--- src/rtl/noise_cfg_spi_tx_pkg.sv ---
// Shared definitions for the noise generator config link: frame layout, seed guard, FSM states.
// No logic; imported by the SPI transmitter and its interface.
// Frame field positions must match the noise_gen receiver.
package noise_cfg_spi_tx_pkg;

    localparam int FRAME_BITS = 40;
    localparam int FDIV_MSB   = 39;
    localparam int FDIV_LSB   = 23;
    localparam int SEED_MSB   = 22;
    localparam int SEED_LSB   = 0;
    localparam int FDIV_W     = FDIV_MSB - FDIV_LSB + 1;
    localparam int SEED_W     = SEED_MSB - SEED_LSB + 1;
    localparam int BIT_CNT_W  = 6;

    localparam logic [SEED_W-1:0] SEED_DEFAULT_VAL = 23'd111;

    typedef enum logic [2:0] {
        ST_IDLE  = 3'd0,
        ST_SETUP = 3'd1,
        ST_HIGH  = 3'd2,
        ST_LOW   = 3'd3,
        ST_HOLD  = 3'd4,
        ST_GAP   = 3'd5
    } state_e;

    function automatic int max4(input int a, input int b, input int c, input int d);
        int m;
        m = a;
        if (b > m) m = b;
        if (c > m) m = c;
        if (d > m) m = d;
        return m;
    endfunction

    // An all-zero seed would lock the receiver's LFSR, so it is replaced.
    function automatic logic [SEED_W-1:0] seed_guard(input logic [SEED_W-1:0] seed,
                                                     input logic [SEED_W-1:0] dflt);
        return (seed == '0) ? dflt : seed;
    endfunction

endpackage

--- src/rtl/noise_cfg_spi_tx_if.sv ---
// Config request handshake plus SPI pins between the command decoder and the SPI transmitter.
// Pure wiring, zero latency.
// Backpressure: cfg_ready from the transmitter gates cfg_valid.
interface noise_cfg_spi_tx_if;
    import noise_cfg_spi_tx_pkg::*;

    logic              cfg_valid;
    logic              cfg_ready;
    logic [FDIV_W-1:0] cfg_freq_div;
    logic [SEED_W-1:0] cfg_seed;
    logic              busy;
    logic              done;
    logic              spi_clock;
    logic              spi_data;
    logic              spi_cs;

    modport master (
        output cfg_valid, cfg_freq_div, cfg_seed,
        input  cfg_ready, busy, done, spi_clock, spi_data, spi_cs
    );

    modport slave (
        input  cfg_valid, cfg_freq_div, cfg_seed,
        output cfg_ready, busy, done, spi_clock, spi_data, spi_cs
    );

endinterface

--- src/rtl/noise_cfg_spi_tx_phase_timer.sv ---
// Down-counter timing every FSM phase: load N-1 on phase entry, expire_o high while count is 0.
// Expire is a registered compare, valid the cycle after load.
// No backpressure; load_i always wins over the decrement.
module noise_cfg_spi_tx_phase_timer #(
    parameter int W = 2
) (
    input  logic         clk_i,
    input  logic         rst_i,
    input  logic         load_i,
    input  logic [W-1:0] load_val_i,
    output logic         expire_o
);

    logic [W-1:0] cnt_q;
    logic [W-1:0] cnt_d;

    always_comb begin
        cnt_d = cnt_q;
        if (load_i) begin
            cnt_d = load_val_i;
        end else if (cnt_q != '0) begin
            cnt_d = cnt_q - W'(1);
        end
    end

    always_ff @(posedge clk_i) begin
        if (rst_i) begin
            cnt_q <= '0;
        end else begin
            cnt_q <= cnt_d;
        end
    end

    assign expire_o = (cnt_q == '0);

endmodule

--- src/rtl/noise_cfg_spi_tx.sv ---
// Serialises one 40-bit {freq_div, seed} frame MSB first over spi_clock/spi_data/spi_cs.
// Frame takes 2*CLK_DIV*40 + CS_SETUP + CS_HOLD + CS_GAP + 1 cycles from accept to cfg_ready.
// Backpressure: cfg_ready low for the whole frame; requests while busy are dropped, not queued.
module noise_cfg_spi_tx
    import noise_cfg_spi_tx_pkg::*;
#(
    parameter int                CLK_DIV      = 4,
    parameter int                CS_SETUP     = 2,
    parameter int                CS_HOLD      = 2,
    parameter int                CS_GAP       = 4,
    parameter logic [SEED_W-1:0] SEED_DEFAULT = SEED_DEFAULT_VAL
) (
    input  logic               sys_clk,
    input  logic               sys_rst,
    noise_cfg_spi_tx_if.slave  cfg
);

    localparam int PH_MAX = max4(CLK_DIV, CS_SETUP, CS_HOLD, CS_GAP);
    localparam int PH_W   = $clog2(PH_MAX + 1);

    state_e                  state_q, state_d;
    logic [FRAME_BITS-1:0]   shift_q, shift_d;
    logic [BIT_CNT_W-1:0]    bit_cnt_q, bit_cnt_d;
    logic                    cs_q, cs_d;
    logic                    sclk_q, sclk_d;
    logic                    sdat_q, sdat_d;
    logic                    done_q, done_d;
    logic                    busy_q, busy_d;

    logic                    ready;
    logic                    accept;
    logic                    tmr_load;
    logic [PH_W-1:0]         tmr_val;
    logic                    tmr_expire;

    assign ready  = (state_q == ST_IDLE) & ~sys_rst;
    assign accept = cfg.cfg_valid & ready;

    noise_cfg_spi_tx_phase_timer #(
        .W (PH_W)
    ) u_phase_timer (
        .clk_i      (sys_clk),
        .rst_i      (sys_rst),
        .load_i     (tmr_load),
        .load_val_i (tmr_val),
        .expire_o   (tmr_expire)
    );

    always_comb begin
        state_d   = state_q;
        shift_d   = shift_q;
        bit_cnt_d = bit_cnt_q;
        tmr_load  = 1'b0;
        tmr_val   = '0;
        done_d    = 1'b0;

        case (state_q)
            ST_IDLE: begin
                if (accept) begin
                    state_d                    = ST_SETUP;
                    shift_d[FDIV_MSB:FDIV_LSB] = cfg.cfg_freq_div;
                    shift_d[SEED_MSB:SEED_LSB] = seed_guard(cfg.cfg_seed, SEED_DEFAULT);
                    bit_cnt_d                  = BIT_CNT_W'(FRAME_BITS - 1);
                    tmr_load                   = 1'b1;
                    tmr_val                    = PH_W'(CS_SETUP - 1);
                end
            end
            ST_SETUP: begin
                if (tmr_expire) begin
                    state_d  = ST_HIGH;
                    tmr_load = 1'b1;
                    tmr_val  = PH_W'(CLK_DIV - 1);
                end
            end
            ST_HIGH: begin
                if (tmr_expire) begin
                    state_d  = ST_LOW;
                    tmr_load = 1'b1;
                    tmr_val  = PH_W'(CLK_DIV - 1);
                end
            end
            ST_LOW: begin
                // Data advances only here, a full half-period after the receiver sampled it.
                if (tmr_expire) begin
                    tmr_load = 1'b1;
                    if (bit_cnt_q == '0) begin
                        state_d = ST_HOLD;
                        tmr_val = PH_W'(CS_HOLD - 1);
                    end else begin
                        state_d   = ST_HIGH;
                        shift_d   = {shift_q[FRAME_BITS-2:0], 1'b0};
                        bit_cnt_d = bit_cnt_q - BIT_CNT_W'(1);
                        tmr_val   = PH_W'(CLK_DIV - 1);
                    end
                end
            end
            ST_HOLD: begin
                if (tmr_expire) begin
                    state_d  = ST_GAP;
                    done_d   = 1'b1;
                    tmr_load = 1'b1;
                    tmr_val  = PH_W'(CS_GAP - 1);
                end
            end
            ST_GAP: begin
                if (tmr_expire) begin
                    state_d = ST_IDLE;
                end
            end
            default: begin
                state_d = ST_IDLE;
            end
        endcase

        // Pin values are derived from the next state so every output leaves a flop.
        cs_d   = ~((state_d == ST_SETUP) || (state_d == ST_HIGH) ||
                   (state_d == ST_LOW)   || (state_d == ST_HOLD));
        sclk_d = (state_d == ST_HIGH);
        sdat_d = cs_d ? 1'b0 : shift_d[FRAME_BITS-1];
        busy_d = (state_d != ST_IDLE);
    end

    always_ff @(posedge sys_clk) begin
        if (sys_rst) begin
            state_q   <= ST_IDLE;
            shift_q   <= '0;
            bit_cnt_q <= '0;
            cs_q      <= 1'b1;
            sclk_q    <= 1'b0;
            sdat_q    <= 1'b0;
            done_q    <= 1'b0;
            busy_q    <= 1'b0;
        end else begin
            state_q   <= state_d;
            shift_q   <= shift_d;
            bit_cnt_q <= bit_cnt_d;
            cs_q      <= cs_d;
            sclk_q    <= sclk_d;
            sdat_q    <= sdat_d;
            done_q    <= done_d;
            busy_q    <= busy_d;
        end
    end

    assign cfg.cfg_ready = ready;
    assign cfg.busy      = busy_q;
    assign cfg.done      = done_q;
    assign cfg.spi_clock = sclk_q;
    assign cfg.spi_data  = sdat_q;
    assign cfg.spi_cs    = cs_q;

endmodule

--- src/flat_wrapper.sv ---
// flat-port wrapper written by rule: the top's interface ports become plain ports
module noise_cfg_spi_tx_flat import noise_cfg_spi_tx_pkg::*;
#(
    parameter int                CLK_DIV      = 4,
    parameter int                CS_SETUP     = 2,
    parameter int                CS_HOLD      = 2,
    parameter int                CS_GAP       = 4,
    parameter logic [SEED_W-1:0] SEED_DEFAULT = SEED_DEFAULT_VAL
)
  (sys_clk, sys_rst, cfg_cfg_valid, cfg_cfg_freq_div, cfg_cfg_seed, cfg_cfg_ready, cfg_busy, cfg_done, cfg_spi_clock, cfg_spi_data, cfg_spi_cs);
  noise_cfg_spi_tx_if cfg_i ();
  input  logic sys_clk;
  input  logic sys_rst;
  input wire logic [$bits(cfg_i.cfg_valid)-1:0] cfg_cfg_valid;
  input wire logic [$bits(cfg_i.cfg_freq_div)-1:0] cfg_cfg_freq_div;
  input wire logic [$bits(cfg_i.cfg_seed)-1:0] cfg_cfg_seed;
  output wire logic [$bits(cfg_i.cfg_ready)-1:0] cfg_cfg_ready;
  output wire logic [$bits(cfg_i.busy)-1:0] cfg_busy;
  output wire logic [$bits(cfg_i.done)-1:0] cfg_done;
  output wire logic [$bits(cfg_i.spi_clock)-1:0] cfg_spi_clock;
  output wire logic [$bits(cfg_i.spi_data)-1:0] cfg_spi_data;
  output wire logic [$bits(cfg_i.spi_cs)-1:0] cfg_spi_cs;
  assign cfg_i.cfg_valid = cfg_cfg_valid;
  assign cfg_i.cfg_freq_div = cfg_cfg_freq_div;
  assign cfg_i.cfg_seed = cfg_cfg_seed;
  assign cfg_cfg_ready = cfg_i.cfg_ready;
  assign cfg_busy = cfg_i.busy;
  assign cfg_done = cfg_i.done;
  assign cfg_spi_clock = cfg_i.spi_clock;
  assign cfg_spi_data = cfg_i.spi_data;
  assign cfg_spi_cs = cfg_i.spi_cs;
  noise_cfg_spi_tx #(.CLK_DIV(CLK_DIV), .CS_SETUP(CS_SETUP), .CS_HOLD(CS_HOLD), .CS_GAP(CS_GAP), .SEED_DEFAULT(SEED_DEFAULT)) u_core (.sys_clk(sys_clk), .sys_rst(sys_rst), .cfg(cfg_i));
endmodule
--- config.mk ---
export PLATFORM = sky130hd
export DESIGN_NAME = noise_cfg_spi_tx_flat
export DESIGN_NICKNAME = d
export VERILOG_FILES = /design/src/rtl/noise_cfg_spi_tx_pkg.sv /design/src/rtl/noise_cfg_spi_tx_if.sv /design/src/rtl/noise_cfg_spi_tx_phase_timer.sv /design/src/rtl/noise_cfg_spi_tx.sv /design/src/flat_wrapper.sv
export SDC_FILE = /design/constraint.sdc
export NUM_CORES = 1
export LEC_CHECK = 0
export ABC_AREA = 1
export BUFFER_PORTS_ARGS = -buffer_cell sky130_fd_sc_hd__buf_2
export CORE_MARGIN = 4
export CORE_UTILIZATION = 45
export CTS_CLUSTER_SIZE = 10
export DETAILED_ROUTE_END_ITERATION = 10
export PLACE_DENSITY = 0.7
export SETUP_SLACK_MARGIN = 0.1
export SYNTH_ARGS = -nofsm -noshare
export SYNTH_HDL_FRONTEND = slang
export SYNTH_SLANG_ARGS = --single-unit
export TNS_END_PERCENT = 50
--- constraint.sdc ---
create_clock -name sys_clk -period 1.4 [get_ports sys_clk]
set_input_delay 0.28 -clock sys_clk [delete_from_list [all_inputs] [get_ports sys_clk]]
set_output_delay 0.28 -clock sys_clk [all_outputs]
set_load 0.01 [all_outputs]
==> run metrics <==
status=finished, violations left; failing checks=setup timing; Placeable Area=5991 um^2; share of cells above drive strength 1=43.69%; # setup viols final=between 40 and 50; Cells after Synth=423; Peak Freq=0.6518 GHz; Routed wire per std cell=13.12 um; R2R cell count=10; worst slew pin tran=0.3202 ns; Longest Clk Path Bufs=2; Avg Cell Area, Syn=6.629 um^2; hold path startpoint=cfg_cfg_freq_div[6]; Starting Density=46.80%; RR Endpoint=u_core.shift_q[32]$_SDFFE_PP0P_; final instance area=between 4000 and 5000 um^2; Cell Count, Final, Fillers Out=slightly below 600; power per cell area=about 1300 nW/um^2; largest net degree at the start of global routing=28; Synth Cell Area=approximately 2800 um^2; worst vdd ir=roughly 0.00063 V; Yosys top cell area share=approximately two fifths; clock latency on the worst-skew pair=about 0.33 ns; DP Wirelength=about 4600 um; antenna cells=0; I/O pin total=49; Inst Count DP=~560; final hold violations=0; Die Area=between 7000 and 8000 um^2; hold depth=5; IO Port Bufs=between 40 and 50; GR Util met3=4.163%; WP data arrival=1.75 ns; most common flop cell mapped by yosys=dfxtp_1; number of synthesized flops with an enable pin=0; Post-Syn Nets=between 400 and 500; Register Area=between 1000 and 1500 um^2; DRC errors left=0; RSZ-0062 raised after global routing=true; 1st-iter DRT viols=~120; FF-to-FF Start=u_core.state_q[1]$_SDFF_PP0_; gr usage total=between 20% and 30%; Yosys warnings=0; Startpoint Class=flip-flop; P&R area growth vs syn=47.75%; number of fill cells in the layout=approximately 470; busiest grt layer=met2; Setup crit end kind=flip-flop; CP max FO=8; row cnt=28; Synth Register Bits=57; Slew HR=about four fifths; TritonCTS clock tree=done; via count=between 2000 and 3000; Hold Path Class=in -> reg; max-cap check violation count=0; max-slew violation count=0; Crit Path Class=reg -> reg; Yosys top cell by area=dfxtp_1; CTS Hold Buffers Added=0; H-tree levels=3; Synth async-reset ratio=0%; first-pass GRT wire length=about 12000 um; setup TNS=-2.979 ns; GP Congestion=just over 0.8; Final #Nets=between 500 and 600; hold_ws=about 0.25 ns; post-synth cell types=28; fin crit share=109.6%; final wirelength=7739 um; CTS clk-pin slew, worst paths=~0.06 ns; initial antenna violation count=0; Worst EP required=approximately 1.6 ns; GR Util met2=approximately 34%; met1 Usage GRT=24.99%; CTS root buffer=clkbuf_8; r2r setup slk=-0.13 ns; skew final=0.008636 ns; Clock Sinks=57; Tmin final=1.534 ns; Min-Delay Endpoint=u_core.shift_q[29]$_SDFFE_PP0P_; Die H=86.94 um; post-route ant nets=0; Placement Cell Area=~3400 um^2; top cells by area, synth=dfxtp_1 (41%), nand2_1 (21%), nor2_1 (9.0%); P_leak=about 2.2 nW; Avg Vias per Cell=approximately 5.0; sequential area share after synthesis=between 40% and 50%; area of the multi-input gates=1810 um^2; TritonCTS Buffers=9; end-of-flow core utilization=just under 70%; vias in the first global route=2732; total grt overflow=0; TritonRoute pass-1 iters=4; chip width=between 80 and 90 um; worst setup margin=-0.1342 ns
==> cell usage in the layout (no fill, tap or decap), types with 3 or more instances in the layout <==
cell type  synthesis  layout
inv_1             26      17
o21ai_0            6       4
nand3_2            1       7
inv_2              3       8
clkbuf_8           0      11
dfxtp_1           57      50
nor2_4             2       8
nor2_2             4       5
nor2_1            67      60
buf_6              7      12
buf_4              2      29
nand2_4            0      14
nand2_2            3      30
a21oi_1           41      19
buf_12             0       4
inv_4              0       3
nand2_1          154     113
a21oi_2            0      22
dfxtp_2            0       5
nand3_1           20      12
xor2_1             4       4
buf_2              5      48
==> per-stage QoR <==
stage / power (mW) / setup WS (ns)
after CTS: 5.404 / -0.07328
after detailed placement: 3.680 / -0.06504
after global placement: 3.633 / -0.01503
final: 5.543 / -0.1342
after floorplan: 3.133 / 0.04371
after global routing: 5.880 / -0.2334
==> layout make-up <==
class | count | area share, %
Multi-Input combinational cell | 317 | 43.70
Sequential cell | 57 | 27.88
Clock inverter | 3 | 0.4228
Tap cell | 75 | 2.265
Timing Repair Buffer | 98 | 19.15
Clock buffer | 11 | 3.654
Inverter | 29 | 2.930
==> worst max-delay path: stages, from the launching register on <==
cell     delay (ns)
dfxtp_4        0.35
buf_6          0.11
nand2_4        0.05
nor2_4         0.14
buf_6          0.12
nand3_4        0.08
nand2_4        0.09
inv_6          0.06
buf_12         0.14
a21oi_1        0.20
nor2_1         0.06
==> flip-flops by register name, indices dropped and copies added, names as in the netlist <==
name / cells
u_core.shift_q: 40
u_core.u_phase_timer.cnt_q: 3
u_core.state_q: 3
u_core.cfg.spi_cs: 1
u_core.cfg.busy: 1
u_core.cfg.spi_data: 1
u_core.cfg.spi_clock: 1
u_core.bit_cnt_q: 6
u_core.cfg.done: 1
==> worst max-delay path by stage <==
stage / from / endpoint / slack [ns] / depth (start not counted)
floorplan: u_core.u_phase_timer.cnt_q[1]$_SDFFE_PP0P_ / u_core.shift_q[22]$_SDFFE_PP0P_ / 0.04 / 11
global placement: u_core.u_phase_timer.cnt_q[1]$_SDFFE_PP0P_ / u_core.shift_q[29]$_SDFFE_PP0P_ / -0.02 / 10
detailed placement: u_core.u_phase_timer.cnt_q[1]$_SDFFE_PP0P_ / u_core.shift_q[22]$_SDFFE_PP0P_ / -0.07 / 11
CTS: u_core.state_q[1]$_SDFF_PP0_ / cfg_cfg_ready / -0.07 / 5
global route: u_core.u_phase_timer.cnt_q[1]$_SDFFE_PP0P_ / u_core.cfg.spi_data$_SDFF_PP0_ / -0.23 / 12
finish: u_core.state_q[1]$_SDFF_PP0_ / u_core.shift_q[32]$_SDFFE_PP0P_ / -0.13 / 10
==> Yosys cell counts, types with 2 or more instances <==
cell and number:
buf_6 7, inv_1 26, nor3_1 2, a21oi_1 41, dfxtp_1 57, nand2_1 154
inv_2 3, nor2_2 4, ha_1 4, o21ai_0 6, clkbuf_1 5, xor2_1 4
a31oi_1 2, nand3_1 20, buf_4 2, nand2_2 3, nor2_4 2, buf_2 5
nor2_1 67
==> layer usage <==
layer / up-vias / part of all wire (%)
met1: 1354 / 44
met3: 14 / 4.6
met4: 0 / 1.6
met2: 71 / 50
met5: - / 0
li1: 1495 / -
==> power breakdown <==
group | total (mW) | internal [mW] | switching, mW | leakage [nW]
combinational | 2.24 | 1.09 | 1.14 | 1.60
clock | 1.31 | 0.711 | 0.604 | 0.0871
sequential | 1.99 | 1.83 | 0.160 | 0.469
total | 5.54 | 3.64 | 1.91 | 2.15
==> logic make-up after synthesis <==
family          after synthesis  share of synthesized area (%)
buf+inv                      49                          8.924
simple gates                257                          37.75
xor+xnor                      5                          1.562
flops                        57                          40.70
fa+ha+maj                     4                          1.785
compound gates               51                          9.282
==> timing repair <==
| item | 4_1_cts | 5_1_grt |
|---|---|---|
| resized for setup | 79 | 34 |
| buffers inserted | 13 | 0 |
| cloned | 2 | 2 |
| endpoints found under the setup margin | 55 | 58 |
| pin swaps | 26 | 19 |
Note: power is estimated with default switching activity, not from simulation.
